**config.mk**
```make
export PLATFORM = sky130hd
export DESIGN_NAME = jk_input_conditioner
export DESIGN_NICKNAME = d
export VERILOG_FILES = /design/src/rtl/jk_input_conditioner.sv
export SDC_FILE = /design/constraint.sdc
export NUM_CORES = 1
export LEC_CHECK = 0
export ABC_AREA = 1
export BUFFER_PORTS_ARGS = -buffer_cell sky130_fd_sc_hd__buf_4
export CORE_UTILIZATION = 60
export DETAILED_ROUTE_END_ITERATION = 6
export GPL_ROUTABILITY_DRIVEN = 0
export GPL_TIMING_DRIVEN = 0
export HOLD_SLACK_MARGIN = 0.03
export MAX_ROUTING_LAYER = met4
export PLACE_DENSITY_LB_ADDON = 0.2
export SLEW_MARGIN = 10
export SYNTH_ARGS = -nofsm -noshare
export SYNTH_HDL_FRONTEND = slang
export SYNTH_SLANG_ARGS = --single-unit
```
**constraint.sdc**
```tcl
create_clock -name clk -period 3.5 [get_ports clk]
set_input_delay 0.35 -clock clk [delete_from_list [all_inputs] [get_ports clk]]
set_output_delay 0.35 -clock clk [all_outputs]
set_load 0.01 [all_outputs]
```
**src/rtl/jk_input_conditioner.sv**
```systemverilog
// Input conditioner for a JK flip-flop: synchronises and debounces two raw push-buttons,
// then emits registered single-cycle J/K pulses on each accepted rising level.
module jk_input_conditioner #(
  parameter int SYNC_STAGES     = 2,
  parameter int DEBOUNCE_CYCLES = 16,
  parameter int CNT_W           = 5
) (
  input  logic       clk,
  input  logic       reset,
  input  logic       set_btn_i,
  input  logic       clr_btn_i,
  output logic       j_o,
  output logic       k_o,
  output logic       set_level_o,
  output logic       clr_level_o,
  output logic [7:0] glitch_cnt_o
);

  typedef enum logic [1:0] {
    STABLE_LO = 2'd0,
    WAIT_HI   = 2'd1,
    STABLE_HI = 2'd2,
    WAIT_LO   = 2'd3
  } deb_state_t;

  localparam logic [CNT_W-1:0] CNT_LAST = CNT_W'(DEBOUNCE_CYCLES - 1);
  localparam logic [CNT_W-1:0] CNT_ONE  = CNT_W'(1);

  logic [1:0] raw;
  logic [1:0] rise;
  logic [1:0] glitch;
  logic [1:0] level;

  assign raw = {clr_btn_i, set_btn_i};

  // Channel 0 is the set button, channel 1 the clear button.
  generate
    for (genvar gi = 0; gi < 2; gi++) begin : g_chan
      logic [SYNC_STAGES-1:0] sync_reg;
      logic                   sync;
      deb_state_t             state_reg, state_next;
      logic [CNT_W-1:0]       cnt_reg, cnt_next;
      logic                   level_reg, level_next;
      logic                   rise_evt, glitch_evt;

      always_ff @(posedge clk) begin
        if (reset) begin
          sync_reg <= '0;
        end else begin
          sync_reg <= {sync_reg[SYNC_STAGES-2:0], raw[gi]};
        end
      end

      assign sync = sync_reg[SYNC_STAGES-1];

      always_ff @(posedge clk) begin
        if (reset) begin
          state_reg <= STABLE_LO;
          cnt_reg   <= '0;
          level_reg <= 1'b0;
        end else begin
          state_reg <= state_next;
          cnt_reg   <= cnt_next;
          level_reg <= level_next;
        end
      end

      always_comb begin
        state_next = state_reg;
        cnt_next   = cnt_reg;
        level_next = level_reg;
        rise_evt   = 1'b0;
        glitch_evt = 1'b0;
        case (state_reg)
          STABLE_LO: begin
            if (sync) begin
              state_next = WAIT_HI;
              cnt_next   = CNT_ONE;
            end
          end
          WAIT_HI: begin
            if (sync) begin
              if (cnt_reg == CNT_LAST) begin
                state_next = STABLE_HI;
                cnt_next   = '0;
                level_next = 1'b1;
                rise_evt   = 1'b1;
              end else begin
                cnt_next = cnt_reg + CNT_ONE;
              end
            end else begin
              state_next = STABLE_LO;
              cnt_next   = '0;
              glitch_evt = 1'b1;
            end
          end
          STABLE_HI: begin
            if (!sync) begin
              state_next = WAIT_LO;
              cnt_next   = CNT_ONE;
            end
          end
          WAIT_LO: begin
            // A qualified release clears the level but never produces a pulse.
            if (!sync) begin
              if (cnt_reg == CNT_LAST) begin
                state_next = STABLE_LO;
                cnt_next   = '0;
                level_next = 1'b0;
              end else begin
                cnt_next = cnt_reg + CNT_ONE;
              end
            end else begin
              state_next = STABLE_HI;
              cnt_next   = '0;
              glitch_evt = 1'b1;
            end
          end
          default: begin
            state_next = STABLE_LO;
            cnt_next   = '0;
            level_next = 1'b0;
          end
        endcase
      end

      assign rise[gi]   = rise_evt;
      assign glitch[gi] = glitch_evt;
      assign level[gi]  = level_reg;
    end
  endgenerate

  logic       j_reg, k_reg;
  logic [7:0] glitch_cnt_reg, glitch_cnt_next;
  logic [8:0] glitch_sum;

  assign glitch_sum      = {1'b0, glitch_cnt_reg} + 9'(glitch[0]) + 9'(glitch[1]);
  assign glitch_cnt_next = glitch_sum[8] ? 8'hFF : glitch_sum[7:0];

  always_ff @(posedge clk) begin
    if (reset) begin
      j_reg          <= 1'b0;
      k_reg          <= 1'b0;
      glitch_cnt_reg <= '0;
    end else begin
      j_reg          <= rise[0];
      k_reg          <= rise[1];
      glitch_cnt_reg <= glitch_cnt_next;
    end
  end

  // Masking with reset keeps a pulse already in the register from leaking out
  // during the cycle in which reset is first asserted.
  assign j_o          = j_reg & ~reset;
  assign k_o          = k_reg & ~reset;
  assign set_level_o  = level[0];
  assign clr_level_o  = level[1];
  assign glitch_cnt_o = glitch_cnt_reg;

endmodule

```
[Word-level counts from Yosys, hierarchy flattened]
Cells that the tools add are included.
Word-level totals
  bits in read-only memories: 0
  input port bits: 4
  memories kept: 0
  bits in latches: 0
  logic and storage cells: 103
  output and inout port bits: 12
  RAM bits: 0
  register bits: 30
Cells by class
  shift operators: 0
  $mul: 0
  eq/ne operators: 24
  multiplexer cells: 45
  bitwise operators: 7
  divide/modulo/power cells: 0
  $lt $le $gt $ge: 0
  reductions and logical operators: 12
  $add $sub $neg: 4
Operator list (number)
  5-bit two-way mux: 10
  5-bit one-hot mux with 4 select lines: 2
  2-bit two-way mux: 12
  2-bit inequality test (second input constant): 12
  2-bit one-hot mux with 4 select lines: 2
  1-bit two-way mux: 14
  3-bit inequality test (second input constant): 4
  5-bit by 1-bit adder with 5-bit output (second input constant): 2
  5-bit by 4-bit equality test with 1-bit output (second input constant): 2
  5-bit AND reduction: 2
  8-bit by 1-bit adder with 9-bit output: 1
  9-bit by 1-bit adder with 9-bit output: 1
  2-bit equality test (second input constant): 4
  8-bit two-way mux: 1
  1-bit one-hot mux with 2 select lines: 4
  4-bit AND reduction: 2
  3-bit OR reduction: 2
  1-bit NOT: 5
  2-bit by 1-bit equality test with 1-bit output (second input constant): 2
  2-bit zero test: 2
  2-bit AND reduction: 2
  2-bit nonzero test: 2
  1-bit bitwise AND: 2

[Logic depth before layout (Yosys ltp)]
Gate-level depths: netlist of the first run.
  depth in word-level cells: 5
  gate-level depth with buffers: 14
  depth with buffers taken out: 14

[Worst setup path before layout of the first run]
No wires, ideal clock.
  path type: flip-flop to flip-flop
  from: reg with a tool-made name
  to: reg glitch_cnt_reg[6], in the netlist glitch_cnt_o[6]
  buffers on the path: 0
  clock period less this slack: 1.904 ns
  required time: 3.383 ns
  slack: 1.596 ns
  cell stages (with the launch flop): 14
  library setup time: 0.117 ns
  arrival: 1.787 ns
  cell sequence: dfxtp_1 inv_1 nand2_2 nand2_4 inv_1 nand2_1 fa_1 inv_1 ha_1 nand2_1 nor2_1 nand3_1 nor3_1 nor2_1
RTL lines
  end signal: assignment: line 148  | glitch_cnt_reg <= glitch_cnt_next;
  end: declaration: line 134  | logic [7:0] glitch_cnt_reg, glitch_cnt_next;

==> results of run 1 <==
==> cell families (layout without fill, tap and decap cells) <==
logic type                 count (synthesis)  in the layout
AOI/OAI and AO/OA                         24             24
DFF                                       30             30
and+or+nand+nor                           89             89
xor gates and xnor gates                   6              6
buffers and inverters                     36             59
adders and majority gates                  4              4
==> worst max-delay path: stages, from the launching register on <==
cell,delay (ns)
dfxtp_1,0.43
inv_1,0.08
nand2_2,0.08
nand2_4,0.08
inv_1,0.06
nand2_1,0.06
fa_1,0.35
inv_1,0.08
ha_1,0.18
nand2_1,0.07
nor2_1,0.23
nand3_1,0.17
nor3_1,0.16
nor2_1,0.05
==> routing by layer <==
metal  up-vias  track usage  wire [um]
li1        635            -          -
met1       542        0.262       1170
met3         9        0.117        175
met5         -            -          0
met2        42        0.446       1380
met4         0        0.100         63
==> power by group through the flow <==
stage,logic [W],clock network (W),registers [W]
3_3_place_gp,0.0000966,0,0.000379
6_report,0.000103,0.000260,0.000372
5_1_grt,0.000115,0.000275,0.000375
2_1_floorplan,0.0000731,0,0.000379
3_5_place_dp,0.000101,0,0.000380
4_1_cts,0.000102,0.000259,0.000372
==> how the worst max path moves through the flow <==
stage | end | depth (start not counted)
after detailed placement | glitch_cnt_o[6]$_SDFF_PP0_ | 13
after global routing | glitch_cnt_o[5]$_SDFF_PP0_ | 14
final | glitch_cnt_o[6]$_SDFF_PP0_ | 13
after floorplan | glitch_cnt_o[6]$_SDFF_PP0_ | 13
after global placement | glitch_cnt_o[6]$_SDFF_PP0_ | 13
after CTS | glitch_cnt_o[6]$_SDFF_PP0_ | 13
==> layout by cell type, fill, tap and decap left out, types with 4 or more instances in the layout <==
cell and instances:
o21ai_0 7, a21oi_1 15, inv_1 30, nand2_1 36
clkbuf_4 5, dfxtp_1 30, nand3_1 17, nor2_1 21
xnor2_1 4, buf_4 16
==> cell type report <==
cell class,count,share of cell area
tap,27,0.0211
timing repair buffer,15,0.0703
buffer,5,0.0156
multi-input combinational,123,0.396
sequential,30,0.375
inverter,31,0.0727
clock buffer,8,0.0492
==> stage by stage <==
stage | instances | cell area [um2] | hold slack (ns) | total power [W]
final | 239 | 1600 | 0.218 | 0.000735
after global routing | 239 | 1600 | 0.213 | 0.000764
after CTS | 239 | 1600 | 0.226 | 0.000733
after detailed placement | 231 | 1520 | 0.402 | 0.000481
after global placement | 231 | 1520 | 0.398 | 0.000475
after floorplan | 189 | 1380 | 0.388 | 0.000452
==> run metrics, run 1 <==
vias in the first global route=1160; Post-synth top cells=nand2_1, dfxtp_1, inv_1; clock power share=0.353; WL/cell=11.6 um; # clock sinks=30; # hold bufs at CTS=0; Die ar.=2490 um2; H-tree depth=2; crit path kind=reg -> reg; final setup vio count=0; Starting Density=0.667; Clock Tree Buf Depth=2; post-synthesis mux area share=0; main flop type after synthesis=dfxtp_1; Post-route DRC=0; Net Count, Synth=197; Multi-input gate area=634 um2; Max Cap Viol=0; Max-slew headroom=0.663; antenna diode instance count=0; Synth area leaders=dfxtp_1, nand2_1, inv_1; setup tns final=0 ns; Ports=16; largest net degree at the start of global routing=11; xor and xnor area share after synthesis=0.0382; Hold Path Depth=3; Max FO, Critical Path=6; initial antenna violation count=0; Compound-Gate Fraction of Synth Area=0.0900; total iterations of the first detailed-routing run=6; period utilisation layout=0.624; Root Buffer=clkbuf_4; row count=16; GRT Util Overall=0.263; Setup Fix Bufs, Post-CTS=0; DRT iter0 DRCs=28; asr flop ratio synth=0; Finished Core Util=0.777; switch share=0.273; largest family of logic cells by synthesized area=simple AND/OR/NAND/NOR gates; CORE AREA=2060 um2; routed wire length=2780 um; Gate power share=0.140; minimum clock period=2.18 ns; CP arrival=2.42 ns; CP required=3.74 ns; via count=1228; first-pass GRT wire length=4640 um; number of flops mapped to enable cells by yosys=0; port bufs=15; Syn Inst Count=189; Worst Hold Class=in -> reg; simple logic cell fraction of the synthesized area=0.291; synth warn=0; CTS Buf Count=5; Pwr Density=459 nW/um2; Largest register FFs=10; RSZ-0062 raised after global routing=false; Post-Syn Area per Cell=7.28 um2; Area growth, synth to finish=16.4%; worst slew pin tran=0.505 ns; pre-CTS setup slack=1.34 ns; Post-Synthesis Cell Area=1380 um2; Internal=0.000534 W; Reg2Reg Depth=13; internal reg-to-reg setup slack=1.32 ns; Die H=49.9 um; Nets=219; Yosys reg bits=30; status=completed; filler cell count=150; Via density=5.14; Hold Path End=g_chan[1].sync_reg[0]$_SDFF_PP0_; antenna viol nets, final=0; adder-cell area share of the yosys netlist=0.0418; area share of the largest cell type after synthesis=0.436; clock-pin slew on the worst setup and hold paths=0.09 ns; switching pwr=0.000201 W; sequential cell area fraction in the yosys report=0.436; Yosys top cell by area=dfxtp_1; most numerous cell in the Yosys netlist=nand2_1; hold path start=clr_btn_i; Distinct cells, synth=24; DPL Wire Length=1920 um; Flop pwr share=0.507; Clock Latency Late Sink=0.34 ns; GRT Residual Overflow=0; Hold Fails Final Rpt=0; clock tree from TritonCTS=done; clock skew=0.00764 ns; sequential standard cell area=601 um2; Leakage=0.720 nW; post-cts resize count=0; r2r endpoint=glitch_cnt_o[6]$_SDFF_PP0_; setup ws final=1.32 ns; worst vdd ir=386 uV; layout cells sized above 1=0.170; fin. max-slew vios=0; die width=49.9 um; crit start category=flip-flop; Max Clk Rate=0.458 GHz; crit end category=flip-flop
(Power assumes the default switching activity.)
==> run 2, diff against run 1 <==
--- a/config.mk
+++ b/config.mk
@@ -7,7 +7,7 @@
 export LEC_CHECK = 0
 export ABC_AREA = 1
 export BUFFER_PORTS_ARGS = -buffer_cell sky130_fd_sc_hd__buf_4
-export CORE_UTILIZATION = 60
+export CORE_UTILIZATION = 51
 export DETAILED_ROUTE_END_ITERATION = 6
 export GPL_ROUTABILITY_DRIVEN = 0
 export GPL_TIMING_DRIVEN = 0
==> constraint.sdc (replaced) <==
create_clock -name clk -period 2 [get_ports clk]
set_input_delay 0.2 -clock clk [delete_from_list [all_inputs] [get_ports clk]]
set_output_delay 0.2 -clock clk [all_outputs]
set_load 0.01 [all_outputs]
==> run 2 against run 1 <==
Net effect: sequential cell count unchanged; non-clock buffer count up 1; core utilization down 12 points; count of clock-buffer cells in the layout stayed put; critical endpoint unchanged; largest cell class unchanged.
==> run metrics, run 2 (synthesis results as in run 1) <==
period utilisation layout=0.960 (+0.337); Die H=54.0 um (+8.1%); Max Clk Rate=0.521 GHz (+14%); crit end category=flip-flop; Reg-to-Reg Start=g_chan[0].sync_reg[1]$_SDFF_PP0_; Clock Tree Buf Depth=2 (unchanged); clock-pin slew on the worst setup and hold paths=0.09 ns (about the same); Worst Setup SP=g_chan[0].sync_reg[1]$_SDFF_PP0_; fin. max-slew vios=0 (unchanged); via count=1230 (+0.16%); initial antenna violation count=0 (unchanged); GRT Util Overall=0.220 (-0.0427); vias in the first global route=1049 (-9.6%); Nets=220 (+0.46%); DPL Wire Length=1940 um (+0.83%); die width=54.0 um (+8.1%); GRT Residual Overflow=0 (unchanged); Pwr Density=777 nW/um2 (+69%); filler cell count=223 (+49%); crit path kind=reg -> reg; hold path start=clr_btn_i; row count=18 (+2); # clock sinks=30 (unchanged); r2r endpoint=glitch_cnt_o[6]$_SDFF_PP0_; status=completed; total chip power=0.00128 W (+74%); Largest register FFs=10 (unchanged); Max FO, Critical Path=6 (unchanged); Final Hold Slack=0.0671 ns (-0.151 ns); CP required=2.28 ns (-1.46 ns); Multi-input gate area=662 um2 (+4.3%); # hold bufs at CTS=0 (unchanged); clock tree from TritonCTS=done; WL/cell=10.9 um (-6.7%); antenna diode instance count=0 (unchanged); Clock Latency Late Sink=0.33 ns (about the same); DRT iter0 DRCs=30 (+7.1%); H-tree depth=2 (unchanged); largest net degree at the start of global routing=11 (unchanged); CORE AREA=2520 um2 (+22%); worst vdd ir=591 uV (+53%); minimum clock period=1.92 ns (-0.263 ns); total iterations of the first detailed-routing run=4 (-2); Root Buffer=clkbuf_4; CTS Buf Count=5 (unchanged); final setup vio count=0 (unchanged); Ports=16 (unchanged); Max-slew headroom=0.666 (+0.00327); port bufs=15 (unchanged); first-pass GRT wire length=4220 um (-9.1%); Post-route DRC=0 (unchanged); Finished Core Util=0.652 (-0.124); Placed Instances=234 (+1.3%); CP arrival=2.20 ns (-0.22 ns); Starting Density=0.546 (-0.122); Max Cap Viol=0 (unchanged); most common cell after layout, fill and taps aside=nand2_1; Hold Path End=g_chan[1].sync_reg[0]$_SDFF_PP0_; crit start category=flip-flop; commonest non-fill, non-tap cells in the layout=nand2_1, inv_1, dfxtp_1, nor2_1, buf_4; routed wire length=2640 um (-5.1%); antenna viol nets, final=0 (unchanged); Leakage=0.724 nW (+0.56%); Reg2Reg Depth=14 (+1); Hold Fails Final Rpt=0 (unchanged); Die ar.=2910 um2 (+17%); worst slew pin tran=0.500 ns (-0.00491 ns); Worst Hold Class=in -> reg; clock skew=0.00186 ns (-0.00579 ns); Via density=5.06 (-1.5%); Hold Path Depth=3 (unchanged); final instance count without filler cells=243 (+1.7%); sequential standard cell area=606 um2 (+0.83%); Area growth, synth to finish=19.5%; layout cells sized above 1=0.221 (+0.0508); internal reg-to-reg setup slack=0.08 ns (-1.24 ns)
## run 2: routing by layer
layer  track usage  part of all wire
met5             -                 0
met4         0.123             0.022
met3        0.0960             0.045
met2         0.335              0.49
met1         0.237              0.44
## run 2: worst max-delay path: stages, from the launching register on
cell,delay (ns)
dfxtp_2,0.37
inv_2,0.05
nand2_2,0.07
nand2_4,0.09
inv_1,0.06
nand2_1,0.07
fa_2,0.35
inv_2,0.07
ha_2,0.18
nand2_2,0.07
nor2_4,0.16
nand3_2,0.11
nand2_1,0.08
nand2_1,0.05
nor2_1,0.10
## run 2: area by class of cell
class                   count  share of cell area
well taps                  30              0.0228
multi-input cells         123               0.402
plain buffers               5              0.0152
inverters                  31              0.0707
flip-flops and latches     30               0.368
repair buffers             16              0.0730
clock buffers               8              0.0479
## run 2: worst max path at each step
stage                                       endpoint  slack (ns)  cells after the start
after detailed placement  glitch_cnt_o[6]$_SDFF_PP0_       -0.14                     13
after floorplan           glitch_cnt_o[6]$_SDFF_PP0_         0.1                     13
after global routing      glitch_cnt_o[6]$_SDFF_PP0_       -0.05                     13
final                     glitch_cnt_o[6]$_SDFF_PP0_        0.08                     14
after CTS                 glitch_cnt_o[6]$_SDFF_PP0_       -0.03                     13
after global placement    glitch_cnt_o[6]$_SDFF_PP0_       -0.08                     13
## run 2: report_power, final
group	switching [W]	internal (W)	total (W)
logic	0.000110	0.0000684	0.000178
clock network	0.000208	0.000240	0.000448
registers	0.0000227	0.000629	0.000652
## run 2: timing repair
item / CTS / global route
buffers inserted: 0 / 1
pin swaps: 0 / 1
resized for setup: 3 / 9
endpoints found under the setup margin: 8 / 8
endpoints found under the hold margin: 0 / 0
## run 2: stage by stage
stage,area (um2),TNS [ns],setup slack [ns]
final,1650,0,0.0792
after global routing,1650,-0.0723,-0.0489
after CTS,1610,-0.0339,-0.0266
after detailed placement,1530,-0.802,-0.144
after global placement,1530,-0.339,-0.0782
after floorplan,1380,0,0.0962
